**src/rtl/sonic_pkg.sv**
```systemverilog
// Shared definitions for the ultrasonic ranging controller and its echo emulator:
// FSM state encoding and the speed-of-sound constants both sides must agree on.
package sonic_pkg;

    typedef enum logic [2:0] {
        ST_IDLE,
        ST_TRIG_HI,
        ST_BURST,
        ST_ECHO,
        ST_HOLDOFF
    } sonic_state_t;

    localparam int SONIC_CM_PER_S = 34000;
    // Round trip of 2 cm takes 2e6/34000 = 58.8 us; the sensor convention truncates to 58.
    localparam int SONIC_US_PER_CM = 2_000_000 / SONIC_CM_PER_S;
    localparam int SONIC_MAX_CM = 400;
    localparam int SONIC_TIMEOUT_US = 38000;

endpackage

```
**src/rtl/sonic_us_tick.sv**
```systemverilog
// Microsecond prescaler: one-cycle tick every CLK_PER_US clocks, restartable with clr.
// The clr cycle is counted as the first clock of the new microsecond.
module sonic_us_tick #(
    parameter int CLK_PER_US = 100
) (
    input  logic clk,
    input  logic rst,
    input  logic clr,
    output logic tick
);

    localparam int CW = (CLK_PER_US > 1) ? $clog2(CLK_PER_US) : 1;
    localparam logic [CW-1:0] LAST = CW'(CLK_PER_US - 1);
    localparam logic [CW-1:0] FIRST = (CLK_PER_US > 1) ? CW'(1) : '0;

    logic [CW-1:0] cnt;

    always_ff @(posedge clk) begin
        if (rst) begin
            cnt <= '0;
        end else if (clr) begin
            cnt <= FIRST;
        end else if (cnt == LAST) begin
            cnt <= '0;
        end else begin
            cnt <= cnt + 1'b1;
        end
    end

    assign tick = (cnt == LAST) && (!clr || (CLK_PER_US == 1));

endmodule

```
**src/rtl/sonic_echo_emulator.sv**
```systemverilog
// Ultrasonic sensor responder: qualifies trig, waits the burst delay, then drives an echo
// whose width encodes distance_cm. Define SONIC_EMU_JITTER_EN to add 0..3 us LFSR jitter.
module sonic_echo_emulator
    import sonic_pkg::*;
#(
    parameter int CLK_PER_US  = 100,
    parameter int TRIG_MIN_US = 10,
    parameter int BURST_US    = 200,
    parameter int US_PER_CM   = SONIC_US_PER_CM,
    parameter int MAX_CM      = SONIC_MAX_CM,
    parameter int TIMEOUT_US  = SONIC_TIMEOUT_US,
    parameter int HOLDOFF_US  = 1000
) (
    input  logic       clk,
    input  logic       rst,
    input  logic       trig,
    input  logic [8:0] distance_cm,
    output logic       echo,
    output logic       busy,
    output logic       done
);

    localparam int TRIG_MIN_CYC = TRIG_MIN_US * CLK_PER_US;
    localparam int WCW = $clog2(TRIG_MIN_CYC + 1);
    localparam logic [WCW-1:0] TRIG_MIN_W = WCW'(TRIG_MIN_CYC);

    logic         trig_m, trig_s, trig_q;
    logic         trig_rise, trig_fall;
    sonic_state_t state;
    logic [WCW-1:0] width_cnt;
    logic [15:0]  us_cnt;
    logic [8:0]   latched_cm;
    logic [15:0]  echo_us;
    logic         tick_clr, tick;
    logic         trig_ok;

    // Out-of-range and zero distances report the no-object timeout width.
    function automatic logic [15:0] echo_width_us(input logic [8:0] cm);
        logic [15:0] cm16;
        cm16 = {7'd0, cm};
        if (cm16 == 16'd0 || cm16 > 16'(MAX_CM))
            return 16'(TIMEOUT_US);
        return cm16 * 16'(US_PER_CM);
    endfunction

    always_ff @(posedge clk) begin
        if (rst) begin
            trig_m <= 1'b0;
            trig_s <= 1'b0;
            trig_q <= 1'b0;
        end else begin
            trig_m <= trig;
            trig_s <= trig_m;
            trig_q <= trig_s;
        end
    end

    assign trig_rise = trig_s & ~trig_q;
    assign trig_fall = ~trig_s & trig_q;
    assign trig_ok   = (state == ST_TRIG_HI) && trig_fall && (width_cnt >= TRIG_MIN_W);

`ifdef SONIC_EMU_JITTER_EN
    logic [7:0] lfsr;

    always_ff @(posedge clk) begin
        if (rst)
            lfsr <= 8'hA5;
        else if (trig_ok)
            lfsr <= {lfsr[6:0], lfsr[7] ^ lfsr[5] ^ lfsr[4] ^ lfsr[3]};
    end

    assign echo_us = echo_width_us(latched_cm) + 16'(lfsr[1:0]);
`else
    assign echo_us = echo_width_us(latched_cm);
`endif

    sonic_us_tick #(
        .CLK_PER_US(CLK_PER_US)
    ) u_tick (
        .clk (clk),
        .rst (rst),
        .clr (tick_clr),
        .tick(tick)
    );

    always_ff @(posedge clk) begin
        if (rst) begin
            state      <= ST_IDLE;
            width_cnt  <= '0;
            us_cnt     <= '0;
            latched_cm <= '0;
            echo       <= 1'b0;
            busy       <= 1'b0;
            done       <= 1'b0;
            tick_clr   <= 1'b0;
        end else begin
            done     <= 1'b0;
            tick_clr <= 1'b0;
            case (state)
                ST_IDLE: begin
                    // The rise cycle itself is the first high cycle of the trigger.
                    if (trig_rise) begin
                        state     <= ST_TRIG_HI;
                        width_cnt <= WCW'(1);
                    end else begin
                        width_cnt <= '0;
                    end
                end
                ST_TRIG_HI: begin
                    if (trig_ok) begin
                        latched_cm <= distance_cm;
                        us_cnt     <= '0;
                        tick_clr   <= 1'b1;
                        busy       <= 1'b1;
                        state      <= ST_BURST;
                    end else if (trig_fall) begin
                        state <= ST_IDLE;
                    end else if (trig_s && width_cnt != TRIG_MIN_W) begin
                        width_cnt <= width_cnt + 1'b1;
                    end
                end
                ST_BURST: begin
                    if (tick) begin
                        if (us_cnt == 16'(BURST_US - 1)) begin
                            us_cnt   <= '0;
                            tick_clr <= 1'b1;
                            echo     <= 1'b1;
                            state    <= ST_ECHO;
                        end else begin
                            us_cnt <= us_cnt + 1'b1;
                        end
                    end
                end
                ST_ECHO: begin
                    if (tick) begin
                        if (us_cnt == echo_us - 16'd1) begin
                            us_cnt   <= '0;
                            tick_clr <= 1'b1;
                            echo     <= 1'b0;
                            done     <= 1'b1;
                            state    <= ST_HOLDOFF;
                        end else begin
                            us_cnt <= us_cnt + 1'b1;
                        end
                    end
                end
                ST_HOLDOFF: begin
                    if (tick) begin
                        if (us_cnt == 16'(HOLDOFF_US - 1)) begin
                            us_cnt    <= '0;
                            width_cnt <= '0;
                            busy      <= 1'b0;
                            state     <= ST_IDLE;
                        end else begin
                            us_cnt <= us_cnt + 1'b1;
                        end
                    end
                end
                default: begin
                    state <= ST_IDLE;
                    echo  <= 1'b0;
                    busy  <= 1'b0;
                end
            endcase
        end
    end

endmodule

```
**config.mk**
```make
export PLATFORM = sky130hd
export DESIGN_NAME = sonic_echo_emulator
export DESIGN_NICKNAME = d
export VERILOG_FILES = /design/src/rtl/sonic_pkg.sv /design/src/rtl/sonic_us_tick.sv /design/src/rtl/sonic_echo_emulator.sv
export SDC_FILE = /design/constraint.sdc
export NUM_CORES = 1
export LEC_CHECK = 0
export ABC_AREA = 0
export BUFFER_PORTS_ARGS = -buffer_cell sky130_fd_sc_hd__buf_2
export CAP_MARGIN = 20
export CORE_AREA = 2 2 111 113
export CTS_CLUSTER_DIAMETER = 120
export DETAILED_ROUTE_END_ITERATION = 12
export DIE_AREA = 0 0 113 115
export PLACE_DENSITY = 0.56
export RECOVER_POWER = 100
export SYNTH_ARGS = -nofsm -noshare
export SYNTH_HDL_FRONTEND = slang
export SYNTH_SLANG_ARGS = --single-unit
```
**constraint.sdc**
```tcl
create_clock -name clk -period 5.9 [get_ports clk]
set_clock_uncertainty 0.2 [all_clocks]
set_input_delay 1.18 -clock clk [delete_from_list [all_inputs] [get_ports clk]]
set_output_delay 1.18 -clock clk [all_outputs]
set_load 0.01 [all_outputs]
```
[Yosys cells after proc, flatten, opt, wreduce, memory -nomap -nowiden]
Index checks and enable logic that the tools add are counted.
Storage, ports and cells
  flip-flop bits (word level): 52
  input port bits: 12
  output and inout bits: 3
  logic and storage cells: 113
Cells by class
  $add $sub $neg: 4
  multipliers: 1
  magnitude comparators: 2
  eq/ne operators: 21
  multiplexer cells: 45
  bitwise gates (word level): 7
  reduce and logical (&&, ||, !) cells: 20
Operators with widths (number)
  16-bit 2-to-1 mux: 9
  16-bit one-hot mux with 4 select lines: 1
  10-bit 2-to-1 mux: 5
  10-bit one-hot mux with 3 select lines: 1
  3-bit 2-to-1 mux: 9
  2-bit != test, second input constant: 10
  16-bit by 1-bit adder with 16-bit output, second input constant: 1
  16-bit by 10-bit equality test with 1-bit output, second input constant: 1
  16-bit equality test: 1
  16-bit by 8-bit equality test with 1-bit output, second input constant: 1
  1-bit 2-to-1 mux: 16
  16-bit by 1-bit subtractor with 16-bit output, second input constant: 1
  3-bit one-hot mux with 5 select lines: 1
  9-bit by 5-bit multiplier with 14-bit output, second input constant: 1
  10-bit by 1-bit adder with 10-bit output, second input constant: 1
  10-bit >= comparator, second input constant: 1
  10-bit != test, second input constant: 1
  5-bit AND reduction: 2
  9-bit > comparator, second input constant: 1
  9-bit logical NOT: 1
  1-bit one-hot mux with 3 select lines: 3
  3-bit OR reduction: 3
  8-bit AND reduction: 1
  7-bit by 1-bit adder with 7-bit output, second input constant: 1
  other kinds (18): 27

[Logic depth before layout (Yosys ltp)]
  depth in word-level cells: 9
  gate-level depth with buffers: 19
  depth with buffers taken out: 18

[Modules after synthesis]
Synthesis repeated with hierarchy kept, for this count alone.
Second synthesis, totals
  cells, all modules: 561
  area, all modules: 4615.7 µm²
Modules (own cells, without submodules)
  sonic_echo_emulator: times used 1, cells each 525, area an instance 4290.4 µm², seq. area each 900.9 µm²
  sonic_us_tick: times used 1, cells each 36, area an instance 325.3 µm², seq. area each 140.1 µm²

[Least setup slack after synthesis]
OpenSTA, ideal clock, no wires.
  kind: register to register
  start: reg latched_cm[1]
  end: reg us_cnt[12]
  setup time: 122 ps
  arrival: 5039 ps
  required time: 5578 ps
  slack: 539 ps
  stages on the path, launching flop included: 19
  buffers on the path: 1
  clock period less this slack: 5361 ps
  cell sequence: dfxtp_1 -> inv_1 -> fa_1 -> inv_1 -> ha_1 -> fa_1 -> ha_1 -> nor2b_4 -> o2111a_1 -> nor4_1 -> o32ai_2 -> or3_1 -> o311ai_1 -> o21bai_1 -> or4_4 -> a21oi_4 -> nor3_2 -> buf_6 -> a221o_1
On the way
  longest elaborated chain between the ends: 9
  elaborated cells on any way between the ends: 11
  those cells by class: add/sub (1); mul (1); order compare (1); eq/ne (1); mux (5); reduce/logical (2)
Ends and longest elaborated chain
  start: declaration: RTL line sonic_echo_emulator.sv:32  | logic [8:0] latched_cm;
  start signal: assignment: RTL line sonic_echo_emulator.sv:111  | latched_cm <= distance_cm;
  branches (longest 3 deep; another with 9-bit by 5-bit multiplier with 14-bit output)
  16-bit 2-to-1 mux (*): RTL line sonic_echo_emulator.sv:43  | return cm16 * 16'(US_PER_CM);
  16-bit by 1-bit subtractor with 16-bit output (*): RTL line sonic_echo_emulator.sv:136  | if (us_cnt == echo_us - 16'd1) begin
  16-bit equality test (*): RTL line sonic_echo_emulator.sv:136
  16-bit 2-to-1 mux (*): RTL line sonic_echo_emulator.sv:136
  16-bit 2-to-1 mux (*): RTL line sonic_echo_emulator.sv:135  | if (tick) begin
  16-bit one-hot mux with 4 select lines (*): RTL line sonic_echo_emulator.sv:99  | case (state)
  end signal: assignment: RTL line sonic_echo_emulator.sv:130  | us_cnt <= us_cnt + 1'b1;
  end signal: assignment: RTL line sonic_echo_emulator.sv:143  | us_cnt <= us_cnt + 1'b1;
  end signal: assignment: RTL line sonic_echo_emulator.sv:155  | us_cnt <= us_cnt + 1'b1;
  end: declaration: RTL line sonic_echo_emulator.sv:31  | logic [15:0] us_cnt;
Every way passes the cells marked *. The select of a mux whose other input is x is not followed.
A chain may end at the register's enable or synchronous reset.

[Worst setup path in the final report]
  start: reg latched_cm[4]
  end: reg us_cnt[4]
The elaborated chain is that of the path after synthesis.

==> flow_summary_export.csv <==
group,metric,value,unit
outcome,status,"completed",
global_routing,track_usage,0.1740,
pwr,p_clk_frac,0.444,
pwr,seq_power_share,0.521,
yosys,yosysMostFrequentCell,"nor2_1",
final_layout,diodes,0,
yosys,synth_top_area_share,0.2265,
sta,fmaxAchievable,174.8,MHz
cts,cts_sinks,52,
cts,clk_latency,300,ps
yosys,synth.distinct_cells,70,
cts,cts_tree,"yes",
critical_path,crit_path_start,"latched_cm[4]",
pwr,total_leakage_power,2.052,nW
yosys,ys.warnings.count,0,
cts,cts_inserted_buffers,5,
pwr,power_density,139.0,nW/um^2
cts,cts_hold_buffers,0,
sta,worst_pin_slew,833.0,ps
final_layout,design_area,4955,sq um
critical_path,crit_required,5880,ps
pwr,p_sw,0.1670,mW
floorplan,dieArea,13000,sq um
routing,route.met2.wl,5447,um
pwr,peakVddDrop,102.2,uV
yosys,syn_inst,572,
global_routing,grt_pass1_vias,3811,
sta,max_slew_margin,0.4426,
place,port_buffers,14,
pwr,power,0.6888,mW
floorplan,core-area,11810,sq um
place,hpwl,8341,um
yosys,synth_top_area_cell,"dfxtp_1",
worst_hold_path,holdCritPathClass,"reg2reg",
sta,hold_viol,0,
yosys,ys.flop_type,"dfxtp_1",
routing,drc,0,
critical_path,cp_max_fo,15,
sta,final.period_utilization,0.9696,
floorplan,rows,40,
floorplan,die_w,113,um
critical_path,endpoint_kind,"register",
critical_path,critPathKind,"reg2reg",
floorplan,floorplan.initialDensity,0.3891,
yosys,synthTopCellsByCount,"66 x nor2_1, 52 x dfxtp_1, 45 x nand2_1",
cts,clockBufferDepth,2,
routing,drt_iter0_drc,206,
routing,postRouteAntennaNets,0,
cts,ctsHtreeMaxLevel,2,
cts,cts.clk_slew.worst_paths,80,ps
global_routing,grt_start_max_net_pins,41,
global_routing,grt-ovfl-total,0,
cts,root_buffer,"clkbuf_16",
worst_hold_path,worstHoldStart,"busy",
critical_path,start_kind,"register",
yosys,avgSynthCellArea,8.034,sq um
yosys,ys_seq_area_frac,0.2265,
routing,avgRoutedWirePerCell,15.21,um
pwr,p_int,0.5218,mW
sta,drv_slew,0,
routing,postRouteWirelength,10920,um
final_layout,drive_above_1_share,0.09282,
yosys,synth_edf_count,0,
final_layout,fin_util,0.4195,
pwr,p_comb_frac,0.035,
place,place_area,4760,sq um
sta,setup_viol,0,
place,gp_congestion,0.8584,
run,cap_violations,0,
global_routing,antenna_found_initial,0,
final_layout,num-fill-cells,1227,
routing,vias,3986,
final_layout,fin_nets,635,
yosys,synth_nets,637,
routing,first_pass_iters,4,
final_layout,areaGrowthSynthToFinish,7.814,%
critical_path,cp.arrival,5700,ps
yosys,netlist_area,4596,sq um
yosys,ys_seq_elements,52,
routing,top_layer,"met4",
pwr,power.share.switching,0.2424,
floorplan,dieHeight,115,um
floorplan,ios,15,
sta,min_period,5720,ps
routing,viasPerCell,5.552,
global_routing,grt_pass1_wl,18450,um
critical_path,r2r_start,"latched_cm[4]",
routing,wl_met1,5040,um
routing,wl_met3,307,um
yosys,async_flop_share,0,
yosys,synth_area_leaders,"dfxtp_1 23%, ha_1 11%, fa_1 5.7%",
[worst paths after layout]
| path | slack [ps] | cells after the start | endpoint |
|---|---|---|---|
| worst max-delay path | 180 | 18 | us_cnt[4] |
| worst min-delay path | 260 | 2 | busy |
| worst max register to register | 180 | 18 | us_cnt[4] |
| worst min register to register | 260 | 2 | busy |
[area by class of cell]
type,count,area (sq um),area share
clock buffers,5,125.1,0.02525
clock inverters,3,23.77,0.004798
inverters,38,142.6,0.02879
multi-input cells,451,3311,0.6682
flip-flops and latches,52,1042,0.2104
well taps,147,183.9,0.03712
repair buffers,22,126.4,0.02551
[sequential cells by signal (all words and copies together) (netlist names), 3 cells and up]
name	count
us_cnt	16
latched_cm	9
width_cnt	10
state	3
u_tick.cnt	7
[worst max-delay path, stage by stage, from the launching register on]
cell and delay, ps:
dfxtp_1 410, inv_1 150, fa_1 530, inv_1 50, ha_1 310, fa_1 520, ha_2 340, nor4_1 370
a21oi_1 120, a21oi_1 260, nor2_1 160, or3_1 410, o311ai_1 250, o21bai_1 130, or4_4 590, a21oi_4 180
buf_4 230, nor4b_1 80, a221o_1 300
[stage by stage]
stage | instances | setup slack (ps) | TNS (ps) | hold WS [ps]
after floorplan | 572 | 538.6 | 0 | 213.8
after global placement | 709 | 135.4 | 0 | 243.1
after detailed placement | 709 | 57.75 | 0 | 245.0
after CTS | 717 | 11.63 | 0 | 262.4
after global routing | 718 | -17.44 | -117.3 | 273.5
final | 718 | 179.6 | 0 | 256.9
[cells in the final DEF, fill, tap and decap left out, drive strengths merged, types with 8 or more instances in the layout]
| cell type | n |
|---|---|
| nor2 | 67 |
| dfxtp | 52 |
| nand2 | 45 |
| ha | 40 |
| inv | 38 |
| nor3 | 25 |
| o21ai | 24 |
| a21oi | 21 |
| nand3 | 19 |
| buf | 19 |
| xor2 | 17 |
| xnor2 | 16 |
| nor4 | 16 |
| fa | 13 |
| and3 | 12 |
| mux2i | 12 |
| a221o | 11 |
| nor2b | 10 |
| clkbuf | 8 |
[kinds of logic (layout without fill, tap and decap cells)]
kind of cell,count (synthesis),after routing,synth area share
AND/OR/NAND/NOR,233,233,0.2614
AO/OA/AOI/OAI,119,119,0.1906
buffers and inverters,69,68,0.06208
adder cells (fa/ha/maj),53,53,0.1655
flip-flops,52,52,0.2265
XOR/XNOR,34,34,0.06779
multiplexers,12,12,0.02614
[what timing repair did]
action                     in CTS  in global routing
hold endpoints to repair        0                  0
gates resized for setup         0                  8
buffers inserted                0                  1
setup endpoints to repair       0                 14
[power by group through the flow]
stage	registers, mW	clock network [mW]	logic [mW]
floorplan	0.365	0	0.0187
global placement	0.367	0	0.0237
detailed placement	0.367	0	0.0244
CTS	0.359	0.314	0.0244
global route	0.359	0.334	0.0276
finish	0.359	0.306	0.0241
[metal layers]
layer / track usage / up-vias
met3: 0.03110 / 7
met5: 0 / -
met2: 0.3146 / 46
met1: 0.2128 / 1893
li1: - / 2040
met4: 0.04878 / 0
Note: power is estimated with default switching activity, not from simulation.
